$ cat config.mk
export PLATFORM = sky130hd
export DESIGN_NAME = pipe_hazard_ctrl
export DESIGN_NICKNAME = d
export VERILOG_FILES = /design/src/rtl/pipe_pkg.sv /design/src/rtl/md_busy_counter.sv /design/src/rtl/pipe_hazard_ctrl.sv
export SDC_FILE = /design/constraint.sdc
export NUM_CORES = 1
export LEC_CHECK = 0
export ABC_AREA = 1
export CAP_MARGIN = 40
export CORE_MARGIN = 2
export CORE_UTILIZATION = 33
export CTS_CLUSTER_SIZE = 24
export DETAILED_ROUTE_END_ITERATION = 8
export PLACE_DENSITY = 0.81
export SYNTH_ARGS = -nofsm -noshare
export SYNTH_HDL_FRONTEND = slang
export SYNTH_HIERARCHICAL = 1
export SYNTH_SLANG_ARGS = --single-unit
$ cat constraint.sdc
create_clock -name clk -period 2.2 [get_ports clk]
set_clock_uncertainty 0.1 [all_clocks]
set_input_delay 0.44 -clock clk [delete_from_list [all_inputs] [get_ports clk]]
set_output_delay 0.44 -clock clk [all_outputs]
set_load 0.03 [all_outputs]
$ cat src/rtl/pipe_pkg.sv
// Shared definitions for the P7 pipeline hazard sequencer: FSM states, timing defaults
// and the RAW hazard test applied to each GRF source operand.
package pipe_pkg;
    localparam logic [1:0]  TUSE_NONE = 2'd3;
    localparam int          MD_CNT_W  = 5;
    localparam int          MULT_CYC  = 5;
    localparam int          DIV_CYC   = 10;
    localparam logic [31:0] EXC_VEC   = 32'h0000_4180;

    typedef enum logic {
        RUN   = 1'b0,
        DRAIN = 1'b1
    } hz_state_e;

    // A producer stalls ID when its result arrives later than the consumer needs it.
    function automatic logic raw_hit(
        input logic [4:0] src,
        input logic [1:0] tuse,
        input logic       ex_we,
        input logic [4:0] ex_wa,
        input logic [1:0] ex_tnew,
        input logic       mem_we,
        input logic [4:0] mem_wa,
        input logic [1:0] mem_tnew
    );
        return (src != 5'd0) && (tuse != TUSE_NONE) &&
               ((ex_we  && (ex_wa  == src) && (ex_tnew  > tuse)) ||
                (mem_we && (mem_wa == src) && (mem_tnew > tuse)));
    endfunction
endpackage

$ cat src/rtl/md_busy_counter.sv
// Mult/div occupancy counter: loads the operation latency on start, then counts down to zero.
module md_busy_counter #(
    parameter int MULT_CYC = pipe_pkg::MULT_CYC,
    parameter int DIV_CYC  = pipe_pkg::DIV_CYC
) (
    input  logic clk,
    input  logic reset,
    input  logic start,
    input  logic is_div,
    output logic md_busy
);
    import pipe_pkg::*;

    logic [MD_CNT_W-1:0] md_cnt_reg;
    logic [MD_CNT_W-1:0] md_cnt_next;

    always_comb begin
        md_cnt_next = md_cnt_reg;
        if (start) begin
            md_cnt_next = is_div ? MD_CNT_W'(DIV_CYC) : MD_CNT_W'(MULT_CYC);
        end else if (md_cnt_reg != '0) begin
            md_cnt_next = md_cnt_reg - 1'b1;
        end
    end

    always_ff @(posedge clk) begin
        if (reset) begin
            md_cnt_reg <= '0;
        end else begin
            md_cnt_reg <= md_cnt_next;
        end
    end

    // The start cycle itself counts as busy so a dependent instruction in ID stalls at once.
    assign md_busy = start || (md_cnt_reg != '0);
endmodule

$ cat src/rtl/pipe_hazard_ctrl.sv
// Stall/flush sequencer for the 5-stage pipeline: RAW and mult/div stalls, exception/eret
// flush with PC redirect, followed by one drain cycle while the flushed bubble reaches MEM.
module pipe_hazard_ctrl #(
    parameter int          MULT_CYC = pipe_pkg::MULT_CYC,
    parameter int          DIV_CYC  = pipe_pkg::DIV_CYC,
    parameter logic [31:0] EXC_VEC  = pipe_pkg::EXC_VEC
) (
    input  logic        clk,
    input  logic        reset,
    input  logic [4:0]  id_rs,
    input  logic [4:0]  id_rt,
    input  logic [1:0]  id_tuse_rs,
    input  logic [1:0]  id_tuse_rt,
    input  logic        id_md_use,
    input  logic        ex_grfwe,
    input  logic [4:0]  ex_wa,
    input  logic [1:0]  ex_tnew,
    input  logic        mem_grfwe,
    input  logic [4:0]  mem_wa,
    input  logic [1:0]  mem_tnew,
    input  logic        ex_md_start,
    input  logic        ex_md_div,
    input  logic        mem_exc,
    input  logic        mem_eret,
    input  logic [31:0] epc,
    output logic        stall_pc,
    output logic        stall_d,
    output logic        bubble_e,
    output logic        flush_all,
    output logic        redirect,
    output logic [31:0] redirect_pc,
    output logic        md_busy
);
    import pipe_pkg::*;

    hz_state_e state_reg;
    hz_state_e state_next;
    logic      md_busy_raw;
    logic      raw_stall;
    logic      stall;

    md_busy_counter #(
        .MULT_CYC (MULT_CYC),
        .DIV_CYC  (DIV_CYC)
    ) u_md_busy_counter (
        .clk     (clk),
        .reset   (reset),
        .start   (ex_md_start),
        .is_div  (ex_md_div),
        .md_busy (md_busy_raw)
    );

    assign raw_stall = raw_hit(id_rs, id_tuse_rs, ex_grfwe, ex_wa, ex_tnew,
                               mem_grfwe, mem_wa, mem_tnew) ||
                       raw_hit(id_rt, id_tuse_rt, ex_grfwe, ex_wa, ex_tnew,
                               mem_grfwe, mem_wa, mem_tnew);
    assign stall     = raw_stall || (id_md_use && md_busy_raw);

    always_comb begin
        stall_pc    = 1'b0;
        stall_d     = 1'b0;
        bubble_e    = 1'b0;
        flush_all   = 1'b0;
        redirect    = 1'b0;
        redirect_pc = 32'h0;
        md_busy     = 1'b0;
        state_next  = state_reg;
        if (!reset) begin
            md_busy = md_busy_raw;
            if (state_reg == DRAIN) begin
                state_next = RUN;
            end else if (mem_exc || mem_eret) begin
                flush_all   = 1'b1;
                redirect    = 1'b1;
                redirect_pc = mem_exc ? EXC_VEC : epc;
                state_next  = DRAIN;
            end else begin
                stall_pc = stall;
                stall_d  = stall;
                bubble_e = stall;
            end
        end
    end

    always_ff @(posedge clk) begin
        if (reset) begin
            state_reg <= RUN;
        end else begin
            state_reg <= state_next;
        end
    end
endmodule

==> results.tsv, run 1 <==
metric	value	unit
per-cell routed wire length	11.2	µm
WP data arrival	1.68	ns
Die W	67.3	µm
initial core utilization	35.3	%
First-pass DRT Iterations	4	
critical path peak fanout	3	
Commonest cells post-synth	nand2_1 (74), nor2_1 (50), inv_1 (37)	
R2R setup slack	0.89	ns
Pleak	1.30	nW
vias in the first global route	1597	
setup ws final	-0.0243	ns
IO Pins	107	
Final HPWL DP	3.69	mm
P&R area growth vs syn	92.6	%
row cnt	22	
Startpoint Class	primary input	
Mapped Avg Cell Area	5.42	µm²
number of library cell types mapped by synthesis	23	
drt drc	0	
power density over the cells	321	nW/µm²
Hold Path Cell Cnt	2	
# clock sinks	6	
post-route ant nets	0	
Total GRT Usage	19.1	%
most frequent cell after synthesis	nand2_1	
Post-Synthesis Net Count	322	
total CTS buffers	3	
root buffer cell	clkbuf_8	
worst-margin pin slew	0.349	ns
Finished Layout Cells	405	
Overflow after GRT	0	
Via density	4.35	
DR iter-0 viols	56	
Hold Buf Count CTS	0	
CTS tree	yes	
WHS Endpoint	u_md_busy_counter/md_cnt_reg[4]	
placer congestion estimate	0.911	
Longest Clk Path Bufs	2	
Tot Pwr	818	µW
largest net degree at the start of global routing	33	
Max Cap Viol	0	
DP Area	2330	µm²
crit share post-route	101	%
die area	4530	µm²
Inst Count DP	396	
maximum vdd drop	0.369	mV
yosys warns	6	
Vias	1760	
R2R Path End	u_md_busy_counter/md_cnt_reg[3]	
CORE AREA	3740	µm²
max FFs per register	5	
area leader, netlist	nand2_1	
Yosys top cell area share	21.0	%
final slew viol count	0	
sequential fraction of the synthesis area	9.09	%
slew margin rel.	76.7	%
Synth Instances	244	
synthesized area	1320	µm²
Max Fclk	450	MHz
Post-Layout Inst Area	2540	µm²
Min Clock Period, post-route	2.22	ns
routed wire length	4.55	mm
NumNets Final	437	
pre-CTS WS	-0.531	ns
failing checks	setup timing	
final setup vio count	3	
worst r2r src	u_md_busy_counter/md_cnt_reg[0]	
initial antenna violation count	0	
RSZ-0062 raised after global routing	true	
share of layout cells above drive strength 1	31.4	%
clk_lat worst skew	0.22	ns
Post-synth EDFFs	0	
Die H	67.3	µm
Worst Setup End Kind	primary output	
antenna fix cells	0	
IO buf count	106	
WS Path Type	primary input to primary output	
ranking of synthesized cells by area	nand2_1 (21%), nor2_1 (14%), inv_1 (11%), dfxtp_1 (9.1%), ha_1 (8.5%)	
flop and latch count out of synthesis	6	
Hold Path Class	flop to flop	
Final Util	68.0	%
status	finished with violations	
first-pass GRT wire length	6.82	mm
deepest level of the CTS H-tree	1	
clock-pin slew on the worst setup and hold paths	0.04	ns
HP Start	u_md_busy_counter/md_cnt_reg[4]	
CP required	1.66	ns
reg2reg path depth	8	
fraction of registers with async set/reset	0	%
final hold violation count	0	
main flop type after synthesis	dfxtp_1	
## per-layer routing
metal	vias to the layer above	part of all wire [%]	global-route usage (%)
li1	947	-	-
met1	764	40	23.1
met2	43	52	34.8
met3	6	5.8	3.00
met4	0	1.3	5.36
met5	-	0	0
## where the power goes
group / internal [mW] / leakage (nW) / switching [mW]
registers: 0.121 / 0.0497 / 0.0121
logic: 0.256 / 1.23 / 0.266
clock network: 0.117 / 0.0216 / 0.0447
## worst max path at each step
stage | startpoint | end | slack, ns
finish | id_tuse_rs[1] | stall_d | -0.02
global route | ex_tnew[1] | stall_d | -0.19
CTS | id_tuse_rs[1] | bubble_e | -0.05
detailed placement | id_tuse_rs[1] | bubble_e | -0.53
global placement | id_tuse_rs[1] | bubble_e | -0.51
floorplan | id_tuse_rs[1] | stall_d | 0.003
## cell type report
type / count / area [µm²]
fill: 323 / 1200
multi-input combinational: 190 / 1100
timing repair buffer: 120 / 1070
inverter: 38 / 158
sequential: 6 / 120
tap: 48 / 60.1
clock buffer: 3 / 41.3
## stage by stage
stage | hold slack (ns) | TNS (ns)
after floorplan | 0.349 | 0
after global placement | 0.364 | -4.13
after detailed placement | 0.372 | -4.62
after CTS | 0.377 | -0.139
after global routing | 0.384 | -0.564
final | 0.372 | -0.0727
## critical path, stage by stage
cell and delay (ns):
buf_8 0.09, inv_8 0.03, ha_4 0.28, inv_4 0.04
o21bai_4 0.10, nand2_1 0.06, nor2_1 0.12, nand2_1 0.06
nand2_1 0.06, nand2_1 0.04, nand3_1 0.07, nand2_1 0.06
inv_2 0.10, buf_6 0.13
## cell families (layout without fill, tap and decap cells)
kind of cell | Yosys count | count (layout) | share of synthesized area [%]
XOR/XNOR | 13 | 13 | 8.62
buffers and inverters | 48 | 161 | 16.6
adder cells (fa/ha/maj) | 9 | 9 | 8.52
AO/OA/AOI/OAI | 13 | 13 | 5.49
flip-flops | 6 | 6 | 9.09
AND/OR/NAND/NOR | 155 | 155 | 51.7
## timing repair
action                                  4_1_cts  5_1_grt
setup buffers                                 5        0
pin swaps                                    26       14
resized for setup                            90       11
endpoints found under the setup margin       36        3
gates cloned                                  1        0
## layout by cell type, fill, tap and decap left out, types with 3 or more instances in the layout
cell,Yosys,final
buf_4,4,46
xnor2_1,10,10
nor2_2,11,12
nor2_1,50,49
inv_1,37,27
buf_6,3,9
nand3_1,6,6
buf_2,1,3
nand2_2,9,11
clkbuf_8,0,3
a21oi_2,0,3
xor2_1,3,3
a21oi_1,7,4
inv_2,1,7
clkdlybuf4s50_1,0,35
dfxtp_1,6,6
dlygate4sd2_1,0,25
inv_4,0,3
ha_4,0,7
nand2_1,74,72
No activity file was read; power rests on OpenSTA's default activity.
==> run 2: changes to the inputs <==
--- a/config.mk
+++ b/config.mk
@@ -12,6 +12,7 @@
 export CTS_CLUSTER_SIZE = 24
 export DETAILED_ROUTE_END_ITERATION = 8
 export PLACE_DENSITY = 0.81
+export SLEW_MARGIN = 20
 export SYNTH_ARGS = -nofsm -noshare
 export SYNTH_HDL_FRONTEND = slang
 export SYNTH_HIERARCHICAL = 1
==> results of run 2 <==
Same layout as run 1: the final DEF is identical, and so are final timing and power.
==> run 3: changes to the inputs <==
--- a/config.mk
+++ b/config.mk
@@ -11,6 +11,7 @@
 export CORE_UTILIZATION = 33
 export CTS_CLUSTER_SIZE = 24
 export DETAILED_ROUTE_END_ITERATION = 8
+export GPL_TIMING_DRIVEN = 0
 export PLACE_DENSITY = 0.81
 export SLEW_MARGIN = 20
 export SYNTH_ARGS = -nofsm -noshare
==> run 3 against run 2 <==
  * The flow still finishes with violations (setup timing)
  * Via count down 0.74%
  * Maximum frequency decreased by 3.0%
  * Non-clock buffer count shrank 2
  * Critical path depth rose by 1
  * Sequential cell count stayed put
  * Cell area is 4.6% lower
  * Final cell count fell by 0.49%
  * Clock-buffer cell count unchanged
  * First-iteration DRC count grew 27%
  * Core utilization down 3.1 points
  * Die area unchanged
  * Global-route usage is 0.22 points lower
  * Largest cell class unchanged
==> results.tsv, run 3 (same netlist as run 1, synthesis figures left out) <==
metric	value	unit	change
initial core utilization	35.3	%	unchanged
clk_lat worst skew	0.23	ns	about the same
WP data arrival	1.75	ns	+0.07 ns
Max Fclk	436	MHz	-3.0%
final slew viol count	0		unchanged
Die W	67.3	µm	unchanged
Slowest cell on crit path	ha_4		
max FFs per register	5		unchanged
drt drc	0		unchanged
CORE AREA	3740	µm²	unchanged
failing checks	setup timing		
share of layout cells above drive strength 1	29.6	%	-1.8 points
WL met2	2.26	mm	-5.4%
die area	4530	µm²	unchanged
CP required	1.66	ns	about the same
Longest Clk Path Bufs	2		unchanged
critical path buffer and inverter count	6		+1
pre-CTS WS	-1.14	ns	-0.613 ns
total CTS buffers	3		unchanged
final hold violation count	0		unchanged
Die H	67.3	µm	unchanged
Min Clock Period, post-route	2.29	ns	+0.0700 ns
antenna fix cells	0		unchanged
critical path peak fanout	3		unchanged
Finished Layout Cells	403		-0.49%
CTS tree	yes		
commonest non-fill, non-tap cell in the layout	nand2_1		
initial antenna violation count	0		unchanged
highest metal used	met4		
power density over the cells	326	nW/µm²	+1.6%
DR iter-0 viols	71		+27%
worst-path cell chain	buf_8 > inv_6 > ha_4 > inv_2 > o21bai_1 > nand2_1 > nor2_1 > nand2_1 > nand2_1 > nand2_1 > nand3_1 > nand2_1 > inv_2 > buf_6 > buf_6		
routed wire length	4.51	mm	-0.94%
maximum vdd drop	0.338	mV	-8.2%
Vias	1747		-0.74%
largest net degree at the start of global routing	11		-67%
final setup vio count	3		unchanged
root buffer cell	clkbuf_8		
vias in the first global route	1431		-10%
clock-pin slew on the worst setup and hold paths	0.04	ns	about the same
Hold Path Class	flop to flop		
Critical Path Max Stage Delay	0.26	ns	-0.02 ns
cell mode on critical path	nand2_1		
Min Hold Slack	0.377	ns	+0.00519 ns
first-pass GRT wire length	6.72	mm	-1.4%
per-cell routed wire length	11.2	µm	-0.45%
WS Path Type	primary input to primary output		
RSZ-0062 raised after global routing	true		
# clock sinks	6		unchanged
IO buf count	105		-0.94%
row cnt	22		unchanged
deepest level of the CTS H-tree	1		unchanged
Detail Route met3 WL	266	µm	unchanged
post-route ant nets	0		unchanged
Overflow after GRT	0		unchanged
slew margin rel.	74.6	%	-2.1 points
Max Cap Viol	0		unchanged
most frequent cells in the layout	nand2_1 (72), nor2_1 (50), clkdlybuf4s50_1 (35)		
Via density	4.33		-0.25%
Final HPWL DP	3.69	mm	-0.20%
Worst Setup End Kind	primary output		
crit share post-route	104	%	+3.2 points
crit-path leading delay family	simple AND/OR/NAND/NOR gates		
Hold Buf Count CTS	0		unchanged
Metal-1 WL	1.96	mm	+6.1%
First-pass DRT Iterations	4		unchanged
Startpoint Class	primary input		
IO Pins	107		unchanged
Setup TNS Final	-0.277	ns	-0.204 ns
placer congestion estimate	0.854		-6.3%
Layout fillers	379		+17%
worst-margin pin slew	0.381	ns	+0.0318 ns
NumNets Final	435		-0.46%
P&R area growth vs syn	83.7	%	
setup ws final	-0.0943	ns	-0.0700 ns
status	finished with violations		
Pleak	1.27	nW	-2.2%
Total GRT Usage	18.9	%	-0.22 points
Inst Count DP	397		+0.25%
-- run 3: changes by cell type in the layout (fill, tap and decap cells not counted), sizes merged --
cell,change
dlygate4sd2,-1
clkdlybuf4s15,+4
clkbuf,+2
buf,-7
-- run 3: metrics by stage --
stage / utilization [%] / area, µm² / power [mW]
2_1_floorplan: - / 1320 / 0.394
3_3_place_gp: 65.0 / 2430 / 0.615
3_5_place_dp: 65.0 / 2430 / 0.623
4_1_cts: 64.8 / 2420 / 0.797
5_1_grt: 64.8 / 2430 / 0.847
6_report: 64.8 / 2430 / 0.792
-- run 3: power by group --
group	switching, mW	leakage, nW	internal, mW
logic	0.257	1.20	0.230
registers	0.0114	0.0497	0.121
clock network	0.0554	0.0216	0.118
-- run 3: area by class of cell --
| cell class | instances | area, µm² | area share (%) |
|---|---|---|---|
| Tap cell | 48 | 60.1 | 2.47 |
| Sequential cell | 6 | 120 | 4.95 |
| Multi-Input combinational cell | 190 | 1080 | 44.6 |
| Inverter | 38 | 150 | 6.19 |
| Buffer | 10 | 83.8 | 3.45 |
| Timing Repair Buffer | 108 | 890 | 36.6 |
| Clock buffer | 3 | 41.3 | 1.70 |
-- run 3: repair_timing --
| item | in CTS | in global routing |
|---|---|---|
| resized for setup | 276 | 1 |
| setup endpoints to repair | 38 | 3 |
| hold endpoints to repair | 0 | 0 |
| setup buffers | 2 | 0 |
| pin swaps | 36 | 9 |
| cloned | 1 | 0 |
-- run 3: worst paths after layout --
path	startpoint	slack, ns	cells past startpoint	endpoint
worst max-delay path	id_tuse_rt[1]	-0.09	15	stall_d
worst min-delay path	u_md_busy_counter/md_cnt_reg[4]	0.38	2	u_md_busy_counter/md_cnt_reg[4]
worst max register to register	u_md_busy_counter/md_cnt_reg[0]	0.95	7	u_md_busy_counter/md_cnt_reg[2]
worst min register to register	u_md_busy_counter/md_cnt_reg[4]	0.38	2	u_md_busy_counter/md_cnt_reg[4]
-- run 3: metal layers --
metal	vias up	track usage (%)
met1	755	25.2
met2	43	31.8
met5	-	0
met4	0	3.57
met3	6	3.50
li1	943	-
-- run 3: worst min-delay path, cell delays in order (launching register included) --
cell and delay, ns:
dfxtp_1 0.31, nand3_1 0.08, a21oi_1 0.04
